File: config.mk
export PLATFORM = sky130hd
export DESIGN_NAME = product_accumulator
export DESIGN_NICKNAME = d
export VERILOG_FILES = /design/src/rtl/product_accumulator.sv
export SDC_FILE = /design/constraint.sdc
export NUM_CORES = 1
export LEC_CHECK = 0
export CORE_ASPECT_RATIO = 0.6
export CORE_MARGIN = 2
export CORE_UTILIZATION = 40
export CTS_BUF_LIST = sky130_fd_sc_hd__clkbuf_8
export CTS_CLUSTER_SIZE = 24
export DETAILED_ROUTE_END_ITERATION = 10
export PLACE_DENSITY = 0.62
export SKIP_LAST_GASP = 1
export SLEW_MARGIN = 20
export SYNTH_ARGS = -nofsm -noshare
export SYNTH_HDL_FRONTEND = slang
export SYNTH_SLANG_ARGS = --single-unit
export TNS_END_PERCENT = 100
File: constraint.sdc
create_clock -name clk -period 3.92 [get_ports clk]
set_input_delay 0.784 -clock clk [delete_from_list [all_inputs] [get_ports clk]]
set_output_delay 0.784 -clock clk [all_outputs]
set_load 0.02 [all_outputs]
File: src/rtl/product_accumulator.sv
// Product accumulator: gathers a programmed number of unsigned products over a
// valid/ready handshake. It sums them into a saturating accumulator and
// presents the result on a second valid/ready handshake.
module product_accumulator #(
  parameter int unsigned PROD_W = 16,
  parameter int unsigned ACC_W  = 24,
  parameter int unsigned CNT_W  = 8
) (
  input  logic              clk,
  input  logic              rst,
  input  logic              start,
  input  logic [CNT_W-1:0]  len,
  input  logic [PROD_W-1:0] prod,
  input  logic              prod_valid,
  output logic              prod_ready,
  output logic [ACC_W-1:0]  sum,
  output logic              sum_valid,
  input  logic              sum_ready,
  output logic              ovf,
  output logic              busy
);

  localparam logic [1:0] StIdle  = 2'd0;
  localparam logic [1:0] StAccum = 2'd1;
  localparam logic [1:0] StDone  = 2'd2;

  logic [1:0]       state_q, state_d;
  logic [ACC_W-1:0] acc_q, acc_d;
  logic [ACC_W-1:0] sum_q, sum_d;
  logic [CNT_W-1:0] cnt_q, cnt_d;
  logic             ovf_q, ovf_d;

  logic [ACC_W:0]   add_full;
  logic [ACC_W-1:0] add_sat;
  logic             add_ovf;

  // One extra bit catches the carry out; a carry means clamp to all ones.
  always_comb begin
    add_full = {1'b0, acc_q} + {{(ACC_W + 1 - PROD_W){1'b0}}, prod};
    add_ovf  = add_full[ACC_W];
    add_sat  = add_ovf ? {ACC_W{1'b1}} : add_full[ACC_W-1:0];
  end

  // Next-state logic for the run FSM and datapath registers.
  always_comb begin
    state_d = state_q;
    acc_d   = acc_q;
    sum_d   = sum_q;
    cnt_d   = cnt_q;
    ovf_d   = ovf_q;
    unique case (state_q)
      StIdle: begin
        if (start) begin
          acc_d = '0;
          ovf_d = 1'b0;
          cnt_d = len;
          if (len != '0) begin
            state_d = StAccum;
          end else begin
            // Empty run completes immediately with a zero result.
            sum_d   = '0;
            state_d = StDone;
          end
        end
      end
      StAccum: begin
        if (prod_valid) begin
          acc_d = add_sat;
          cnt_d = cnt_q - 1'b1;
          ovf_d = ovf_q | add_ovf;
          if (cnt_q == CNT_W'(1)) begin
            sum_d   = add_sat;
            state_d = StDone;
          end
        end
      end
      StDone: begin
        // start is deliberately ignored here, even alongside sum_ready.
        if (sum_ready) begin
          state_d = StIdle;
        end
      end
      default: begin
        state_d = StIdle;
      end
    endcase
  end

  // State registers with asynchronous reset.
  always_ff @(posedge clk or posedge rst) begin
    if (rst) begin
      state_q <= StIdle;
      acc_q   <= '0;
      sum_q   <= '0;
      cnt_q   <= '0;
      ovf_q   <= 1'b0;
    end else begin
      state_q <= state_d;
      acc_q   <= acc_d;
      sum_q   <= sum_d;
      cnt_q   <= cnt_d;
      ovf_q   <= ovf_d;
    end
  end

  // Outputs decoded straight from the state register.
  always_comb begin
    prod_ready = (state_q == StAccum);
    sum_valid  = (state_q == StDone);
    busy       = (state_q != StIdle);
    sum        = sum_q;
    ovf        = ovf_q;
  end

endmodule

* Word-level counts from Yosys, hierarchy flattened *
Index checks and enable logic that the tools add are counted.

storage, ports and cells
  flip-flop bits (word level) = 59
  input port bits = 29
  output and inout bits = 28
  word-level logic and storage cells = 44

cells by class
  add/sub/neg operators = 2
  equal/unequal tests = 8
  multiplexer cells = 21
  bitwise gates (word level) = 1
  reduce and logical (&&, ||, !) cells = 7

operators with widths
  cell                   count
  $mux W24               7
  $pmux W24 S2           2
  $add A24 B16 Y25       1
  $mux W8                2
  $pmux W8 S2            1
  $mux W2                5
  $eq A8 B1 Y1 const B   1
  $reduce_bool A8 Y1     1
  $sub A8 B1 Y8 const B  1
  $ne A2 B2 Y1 const B   3
  $pmux W2 S3            1
  $reduce_and A5 Y1      1
  $ne A2 B1 Y1 const B   2
  $reduce_and A4 Y1      1
  $reduce_bool A2 Y1     2
  $reduce_and A3 Y1      1
  $eq A2 B1 Y1 const B   1
  $eq A2 B2 Y1 const B   1
  $logic_not A2 Y1       1
  $mux W1                2
  $pmux W1 S2            1
  $or A1 B1 Y1           1

* Longest topological paths before layout *
Gate-level depths: netlist (run 1).

  depth in word-level cells = 5
  gate-level depth with buffers = 10
  mapped depth without buffers = 9

* Least setup slack after synthesis (run 1) *
Ideal clock, no wire load.

  kind = input to register
  from = input port prod[0]
  to = register sum_q[20] (netlist: sum[20])
  setup time = 0.092 ns
  arrival time = 2.872 ns
  required time = 3.828 ns
  path slack = 0.956 ns
  stages on the path = 8
  path buffers = 0
  cells stage by stage = ha_1 > fa_1 > a211oi_1 > o21ai_0 > and4_1 > o31a_4 > a211o_1 > o31ai_2

on the way
  longest elaborated chain between the ends = 5

RTL lines
  element               RTL line  text
  start, declared       13        input logic [PROD_W-1:0] prod,
  $add A24 B16 Y25      39        add_full = {1'b0, acc_q} + {{(ACC_W + 1 - PROD_W){1'b0}}, prod};
  $mux W24              41        add_sat = add_ovf ? {ACC_W{1'b1}} : add_full[ACC_W-1:0];
  $mux W24              71        if (cnt_q == CNT_W'(1)) begin
  $mux W24              67        if (prod_valid) begin
  $pmux W24 S2          51        unique case (state_q)
  end signal, assigned  100       sum_q <= sum_d;
  end, declared         29        logic [ACC_W-1:0] sum_q, sum_d;

Every way passes these cells. The select of a mux whose other input is x is not followed.
A chain may end at the register's enable or synchronous reset.

* Final worst setup path (run 1) *
  from = input port prod[0]
  to = register acc_q[19]

on the way
  longest elaborated chain between the ends = 4

RTL lines
  element               RTL line  text
  $add A24 B16 Y25      39
  $mux W24              41
  $mux W24              67
  $pmux W24 S2          51
  end signal, assigned  93        acc_q <= '0;
  end signal, assigned  99        acc_q <= acc_d;
  end, declared         28        logic [ACC_W-1:0] acc_q, acc_d;

Every way passes these cells. The select of a mux whose other input is x is not followed.

==> results of run 1 <==
## sequential cells by signal, summed over array words and instances (netlist names)
| signal | flops |
|---|---|
| acc_q | 24 |
| sum | 24 |
| cnt_q | 8 |
| state_q | 2 |
| ovf | 1 |
## stage by stage
step / std cells / hold WS, ns
finish: 612 / 0.481
global route: 612 / 0.510
CTS: 612 / 0.490
detailed placement: 596 / 0.474
global placement: 596 / 0.461
floorplan: 437 / 0.454
## cell type report
| type | instances | area share (%) |
|---|---|---|
| Timing Repair Buffer | 65 | 13.5 |
| Sequential cell | 59 | 31.7 |
| Tap cell | 116 | 3.12 |
| Clock inverter | 6 | 2.23 |
| Inverter | 7 | 0.565 |
| Multi-Input combinational cell | 349 | 45.9 |
| Clock buffer | 10 | 2.96 |
## report_power, final
part           total, mW  internal [mW]  leakage, nW  switching, mW
combinational       1.85          0.789         1.21           1.06
clock              0.683          0.435        0.127          0.248
sequential          1.02          0.839        0.733          0.176
total               3.55           2.06         2.07           1.48
## worst max-delay path, cell delays in order
cell             delay, ns
clkdlybuf4s50_1       0.41
ha_1                  0.23
fa_1                  0.45
a211oi_1              0.35
o21ai_0               0.22
and4_1                0.28
o31ai_2               0.44
buf_4                 0.23
nand2_1               0.07
nor2_1                0.13
o211ai_1              0.11
## routing by layer
metal	vias to the layer above	global-route usage [%]	wire length, µm
li1	1694	-	-
met1	1635	34.1	5280
met2	132	26.6	3910
met3	9	5.80	760
met4	0	6.52	104
met5	-	0	0
## final timing paths
kind                             endpoint  slack, ns  depth (start not counted)
worst max-delay path            acc_q[19]       0.45                         11
worst min-delay path               sum[1]       0.48                          2
worst max register to register  acc_q[19]       0.94                         10
worst min register to register     sum[1]       0.48                          2
max in group asynchronous         sum[13]       2.45                          3
min in group asynchronous        cnt_q[4]       0.97                          3
## logic make-up after synthesis
family	share of synthesized area, %
xor+xnor	2.58
flops	39.5
buf+inv	3.41
fa+ha+maj	6.56
compound gates	25.5
mux	0.804
simple gates	21.7
## placed cells by master (no fill, tap or decap), types with 6 or more instances in the layout
master and instances:
xnor2_1 8, nand2_1 55, o21ai_0 46, and3_1 6, a21o_1 6, clkbuf_8 10
nor3_1 14, ha_1 18, a21oi_1 41, buf_4 9, nand3_1 12, inv_1 6
dfrtp_1 59, nor2_1 48, clkdlybuf4s50_1 56
==> flow_summary.yaml, run 1 <==
timing:
  finalSetupViolCount: 0
  tightest_slew_ns: 0.762
  grt_setup_unrepaired: "false"
  finalHoldViolCount: 0
  fin_crit_ns: 3.47
  final.setup.worst_slack_ns: 0.448
  skew_ns: 0.00798
  fmax_ghz: 0.288
  drv_slew: 0
  fin_crit_sh_pct: 88.6
  max_slew_margin_pct: 49.2
  finalSetupTns_ns: 0
yosys:
  yosysTopAreaCellShare_pct: 39.5
  ys_ff_latch: 59
  ys_types: 62
  async_flop_share_pct: 100
  syn-mean-instance-area_um2: 8.55
  synth_edf_count: 0
  synth_flop_cell: "dfrtp_1"
  syn-cell-area_um2: 3740
  synthTopCellsByArea: "dfrtp_1 (40%), o21ai_0 (6.2%), ha_1 (6.0%), nand2_1 (5.5%), a21oi_1 (5.5%)"
  yosysWarnings: 0
  yosysSeqAreaShare_pct: 39.5
  ys_top_cells_by_count: "dfrtp_1 (59), nand2_1 (55), nor2_1 (48), o21ai_0 (46), a21oi_1 (41)"
  synth_fp_nets: 485
  synth_cells: 437
  synth.most_common_cell: "dfrtp_1"
  synth_area_leader_cell: "dfrtp_1"
setup_path:
  cp.arrival_ns: 3.71
  critPathRequiredTime_ns: 4.15
  worstReg2RegStart: "acc_q[0]"
  critPathLaunchType: "input port"
  crit_start: "prod[0]"
  cp_max_fo: 6
  path_class: "in -> reg"
  cp-end-kind: "flip-flop"
cts:
  hold_buffers: 0
  cts_tree: "yes"
  clock_latency_ns: 0.35
  clock-sinks: 59
  post_cts_resize_count: 0
  cts_buffers: 9
  cts_root_buf: "clkbuf_8"
  clockBufferDepth: 2
  htreeDepth: 3
  clkTransAtPathRegs_ns: 0.07
  postCtsSetupRepairBufs: 0
power_and_ir_drop:
  power.density_nw_per_um2: 763
  p_leak_nw: 2.07
  vdd_drop_max_uv: 321
  finalPower_mw: 3.55
worst_hold_path:
  min_from: "sum[1]"
  min_path_type: "reg -> reg"
detailed_routing:
  wl_um: 10000
  routed_via_density: 5.67
  wire_per_inst_um: 16.4
  num_vias: 3470
  first_pass_iters: 4
  drtIter0Drc: 301
  drc_errors: 0
  drt.antenna.violating_nets: 0
layout:
  area_growth_pct: 24.4
  nFillCells: 862
  multi_input_comb_area_um2: 2130
  ff_latch_area_um2: 1480
  drive_gt1_share_pct: 8.87
  finish.instance_area_um2: 4650
  fin_util_pct: 51.0
  num-nets-final: 539
  diodes: 0
floorplan:
  die_w_um: 129
  start_util_pct: 41.0
  row_count: 27
  ios: 57
  fp.coreArea_um2: 9120
  die-area_um2: 10200
  die_h_um: 78.9
run_status:
  status: "completed"
placed_design:
  dp_hpwl_um: 7270
  place.port_buffers: 56
  gp_congestion: 0.929
  post-place-ws_ns: 0.116
  place_area_um2: 4410
grt:
  grt_pass1_vias: 3134
  grt_max_degree: 60
  grt_util_all_layers_pct: 21.2
  antenna_found_initial: 0
  grt_pass1_wl_um: 16700
  grt_overflow: 0
run:
  max-cap-violations: 0
(Power assumes the default switching activity.)
==> run 2: changes to the inputs <==
Settings changed: CORE_UTILIZATION 40 to 45, PLACE_DENSITY 0.62 to 0.68.
==> run 2 against run 1 <==
Effect of this change: clock power is 12% lower; first-iteration DRC count is 0.66% lower; hold slack worse by 0.0020 ns; clock skew is 0.0034 ns higher; total power is 2.6% lower; setup slack better by 0.018 ns; critical path depth is 1 lower; die area is 11% lower; via count is 0.98% lower; critical endpoint is now acc_q[14].
==> flow_summary.yaml, run 2 (synthesis results as in run 1) <==
cts:
  hold_buffers: 0
  post_cts_resize_count: 0
  clock-sinks: 59
  cts_buffers: 9
  clkTransAtPathRegs_ns: 0.07
  postCtsSetupRepairBufs: 0
  htreeDepth: 3
  cts_tree: "yes"
  clock_latency_ns: 0.36
  clockBufferDepth: 2
  cts_root_buf: "clkbuf_8"
power_and_ir_drop:
  comb_power_share_pct: 53.5
  power.density_nw_per_um2: 750
  p_leak_nw: 2.05
  switching_power_mw: 1.48
  p_int_mw: 1.97
  pwr-share-seq_pct: 29.1
  vdd_drop_max_uv: 336
  finalPower_mw: 3.45
  pwr-share-clk_pct: 17.4
  switching_share_pct: 42.9
floorplan:
  start_util_pct: 46.9
  die_h_um: 74.6
  ios: 57
  fp.coreArea_um2: 7980
  row_count: 25
  die_w_um: 122
  die-area_um2: 9070
timing:
  fin_crit_ns: 3.45
  finalSetupTns_ns: 0
  skew_ns: 0.0114
  hold_ws_ns: 0.479
  max_slew_margin_pct: 51.1
  drv_slew: 0
  tightest_slew_ns: 0.732
  finalHoldViolCount: 0
  fmax_ghz: 0.290
  finalSetupViolCount: 0
  fin_crit_sh_pct: 88.1
  grt_setup_unrepaired: "false"
grt:
  grt_util_all_layers_pct: 24.2
  grt_overflow: 0
  grt_max_degree: 60
  antenna_found_initial: 0
  grt_pass1_wl_um: 16300
  grt_pass1_vias: 3163
setup_path:
  cp_max_fo: 15
  path_class: "in -> reg"
  cp-end-kind: "flip-flop"
  cp.arrival_ns: 3.67
  critPathRequiredTime_ns: 4.13
  critPathLaunchType: "input port"
  cp_cell_sequence: "clkdlybuf4s50_1 -> ha_1 -> fa_1 -> a211oi_1 -> o21ai_0 -> and4_1 -> o31a_4 -> nor2b_4 -> nor3_1 -> o21ai_0"
  crit_path_frequent_cell: "o21ai_0"
  slowest_stage: "fa_1"
  max_stage_delay_ns: 0.44
layout:
  fin_util_pct: 57.7
  drive_gt1_share_pct: 8.50
  num-nets-final: 537
  mostFrequentLayoutCells: "dfrtp_1 (59), clkdlybuf4s50_1 (56), nand2_1 (55)"
  area_growth_pct: 23.2
  layout_commonest_cell: "dfrtp_1"
  diodes: 0
placed_design:
  place.port_buffers: 56
  dp_hpwl_um: 7210
  gp_congestion: 0.882
detailed_routing:
  drtIter0Drc: 299
  routed_via_density: 5.71
  wire_per_inst_um: 16.8
  num_vias: 3436
  drc_errors: 0
  drt.antenna.violating_nets: 0
  wl_um: 10100
  first_pass_iters: 5
run_status:
  status: "completed"
run:
  max-cap-violations: 0
worst_hold_path:
  min_path_type: "reg -> reg"
run 2: changes by cell type in the layout (fill, tap and decap cells not counted), sizes merged:
cell and change:
clkbuf -1, bufinv -1, buf -2, clkinv +2
run 2: worst paths after layout:
check | from | to | slack (ns) | cells past startpoint
hold reg to reg | sum[4] | sum[4] | 0.48 | 2
hold / removal | sum[4] | sum[4] | 0.48 | 2
setup / recovery | prod[0] | acc_q[14] | 0.47 | 10
min in group asynchronous | rst | cnt_q[0] | 0.79 | 3
max in group asynchronous | rst | acc_q[9] | 2.82 | 3
setup reg to reg | acc_q[0] | acc_q[14] | 0.95 | 9
run 2: power groups by stage:
stage	combinational, mW	clock (mW)	sequential (mW)
5_1_grt	2.06	0.642	1.04
6_report	1.85	0.600	1.01
3_5_place_dp	1.83	0	1.01
3_3_place_gp	1.78	0	1.01
2_1_floorplan	1.21	0	1.08
4_1_cts	1.84	0.613	1.00
run 2: routing by layer:
layer,share of wire [%],vias to the layer above,global-route usage [%],routed length [µm]
met5,0,-,0,0
met4,1.2,0,7.66,125
met3,7.1,11,6.60,713
met2,40,116,32.4,4010
met1,52,1619,37.4,5230
li1,-,1690,-,-
run 2: layout make-up:
type	count	area, µm²
timing repair buffer	63	626
clock buffer	9	124
inverter	7	26.3
fill	752	3370
sequential	59	1480
multi-input combinational	349	2130
clock inverter	7	83.8
tap	108	135
run 2: critical path: cells and delay by family:
family                     cells  cell delay [ns]
AOI/OAI and AO/OA              4             1.00
adders and majority gates      2             0.67
and+or+nand+nor                3             0.78
buffers and inverters          1             0.42
run 2: per-stage QoR:
stage | setup slack [ns] | std cells | instance area, µm²
3_5_place_dp | 0.126 | 586 | 4400
2_1_floorplan | 0.956 | 437 | 3740
5_1_grt | 0.323 | 602 | 4600
6_report | 0.466 | 602 | 4600
3_3_place_gp | 0.195 | 586 | 4400
4_1_cts | 0.502 | 602 | 4600
==> run 3: changes to the inputs <==
Settings changed: ABC_AREA from default to 1, GPL_ROUTABILITY_DRIVEN from default to 0, PLACE_DENSITY 0.68 to 0.67.
==> run 3 against run 2 <==
Effect of this change: register-to-register slack improved by 0.49 ns; global-route usage increased by 0.24 points; sequential power about the same; wire length increased by 15%; largest cell class unchanged; highest routed layer unchanged.
==> flow_summary.yaml, run 3 <==
run_status:
  status: "completed"
timing:
  fin_crit_sh_pct: 72.7
  max_slew_margin_pct: 48.3
  fmax_ghz: 0.351
  drv_slew: 0
  finalSetupTns_ns: 0
  final.setup.worst_slack_ns: 1.07
  finalHoldViolCount: 0
  skew_ns: 0.0139
  tightest_slew_ns: 0.774
  grt_setup_unrepaired: "false"
  finalSetupViolCount: 0
  fin_crit_ns: 2.85
detailed_routing:
  dr.max_layer_used: "met4"
  wire_per_inst_um: 14.3
  met2_wirelength_um: 4850
  num_vias: 4116
  wl_um: 11600
  routed_via_density: 5.08
  met1_length_um: 5750
  first_pass_iters: 5
  drc_errors: 0
  met3_wirelength_um: 829
  drt.antenna.violating_nets: 0
  drtIter0Drc: 351
floorplan:
  start_util_pct: 46.6
  fp.coreArea_um2: 9260
  ios: 57
  die_h_um: 79.9
  die-area_um2: 10400
  row_count: 27
  die_w_um: 130
worst_hold_path:
  min_to: "sum[22]"
  hold_path_depth: 2
  min_path_type: "reg -> reg"
  min_from: "sum[22]"
setup_path:
  cp_max_fo: 23
  ff2ff_path_depth: 8
  max_stage_delay_ns: 0.42
  r2r_end: "sum[7]"
  slowest_stage: "clkdlybuf4s50_1"
  critPathRequiredTime_ns: 4.15
  critPathLaunchType: "input port"
  path_class: "in -> reg"
  cp-end-kind: "flip-flop"
  r2r_setup_slack_ns: 1.44
  cp_cell_sequence: "clkdlybuf4s50_1 -> ha_1 -> fa_1 -> nand2_1 -> nand2_1 -> nand3_1 -> nand2_2 -> nand2_2 -> nand2_2 -> nand2_4 -> o21ai_0 -> nand2_1 -> o21ai_1"
  worstReg2RegStart: "state_q[0]"
  cp.arrival_ns: 3.08
yosys:
  yosysTopAreaCellShare_pct: 34.2
  ys_types: 39
  yosysSeqAreaShare_pct: 34.2
  synth_fp_nets: 669
  synth_area_leader_cell: "dfrtp_1"
  ys_ff_latch: 59
  yosysWarnings: 0
  syn-mean-instance-area_um2: 6.95
  async_flop_share_pct: 100
  synth_cells: 621
  ys_top_cells_by_count: "nand2_1 (231), inv_1 (79), dfrtp_1 (59), nand3_1 (56), nor2_1 (38)"
  syn-cell-area_um2: 4320
  synth_edf_count: 0
  synthTopCellsByArea: "dfrtp_1 (34%), nand2_1 (20%), inv_1 (6.9%), nand3_1 (6.5%), ha_1 (5.2%)"
  synth_flop_cell: "dfrtp_1"
  synth.most_common_cell: "nand2_1"
run:
  max-cap-violations: 0
placed_design:
  place.port_buffers: 56
  post-place-ws_ns: 0.697
  dp_hpwl_um: 8770
  place_area_um2: 4920
  dp_cells: 794
layout:
  nFillCells: 904
  drive_gt1_share_pct: 10.7
  stdcell_count: 810
  finish.instance_area_um2: 5150
  layout_commonest_cell: "nand2_1"
  num-nets-final: 723
  area_growth_pct: 19.2
  mostFrequentLayoutCells: "nand2_1 (231), inv_1 (78), dfrtp_1 (59)"
  diodes: 0
cts:
  clock-sinks: 59
  clock_latency_ns: 0.37
  clockBufferDepth: 2
  hold_buffers: 0
  cts_root_buf: "clkbuf_8"
  htreeDepth: 3
  post_cts_resize_count: 0
  cts_buffers: 9
  clkTransAtPathRegs_ns: 0.07
  postCtsSetupRepairBufs: 0
  cts_tree: "yes"
power_and_ir_drop:
  comb_power_share_pct: 59.6
  switching_power_mw: 2.05
  p_leak_nw: 2.71
  p_int_mw: 2.09
  pwr-share-seq_pct: 24.8
  switching_share_pct: 49.4
  power.density_nw_per_um2: 804
  vdd_drop_max_uv: 389
  pwr-share-clk_pct: 15.5
  finalPower_mw: 4.14
grt:
  grt_pass1_wl_um: 19200
  grt_pass1_vias: 3874
  grt_util_all_layers_pct: 24.4
  grt_overflow: 0
  grt_max_degree: 47
  antenna_found_initial: 0
[run 3: changes by cell type after synthesis, moves of 6 or more]
cell      delta
nand2_1    +176
inv_1       +73
nand3_1     +44
o21ai_0     -34
a21oi_1     -26
clkbuf_1    -17
nand3_2     +17
nand2_2     +14
nor2_1      -10
nor3_1       -9
buf_6        +7
and3_1       -6
o21ai_2      +6
[run 3: cells by family (layout without fill, tap and decap cells)]
family          Yosys count  after routing  share of synthesized area, %
buf+inv                 100            159                          10.8
xor+xnor                  9              9                          1.83
compound gates           55             55                          7.88
flops                    59             59                          34.2
simple gates            379            379                          39.6
fa+ha+maj                19             19                          5.68
[run 3: how the worst max path moves through the flow]
stage | cells past startpoint | endpoint | startpoint
2_1_floorplan | 13 | sum[15] | prod[0]
4_1_cts | 13 | acc_q[2] | prod[0]
5_1_grt | 13 | acc_q[2] | prod[0]
3_3_place_gp | 13 | acc_q[2] | prod[0]
6_report | 13 | acc_q[2] | prod[0]
3_5_place_dp | 13 | acc_q[2] | prod[0]
[run 3: metrics by stage]
stage	hold WS [ns]	util, %
6_report	0.487	55.6
5_1_grt	0.509	55.6
4_1_cts	0.492	55.6
3_5_place_dp	0.473	53.2
3_3_place_gp	0.467	53.2
2_1_floorplan	0.453	-
[run 3: worst max-delay path, delay by kind of cell]
| family | cells | cell delay [ns] |
|---|---|---|
| buf+inv | 1 | 0.42 |
| simple gates | 8 | 0.98 |
| compound gates | 2 | 0.22 |
| fa+ha+maj | 2 | 0.67 |
[run 3: layout make-up]
cell class,count,area [µm²],share of cell area (%)
flip-flops and latches,59,1480,28.7
clock inverters,6,88.8,1.73
clock buffers,10,138,2.67
inverters,82,312,6.05
repair buffers,61,598,11.6
well taps,130,163,3.16
multi-input cells,462,2370,46.1
[run 3: metal layers]
metal	track usage, %	vias to the layer above
met5	0	-
met4	7.23	0
met1	34.6	1886
met2	36.2	137
li1	-	2081
met3	6.97	12
[run 3: power groups by stage]
stage                     sequential (mW)  clock, mW  combinational [mW]
after detailed placement             1.04          0                2.44
final                                1.03      0.643                2.47
after global placement               1.03          0                2.41
after global routing                 1.06      0.684                2.78
after floorplan                      1.08          0                1.76
after CTS                            1.03      0.660                2.46
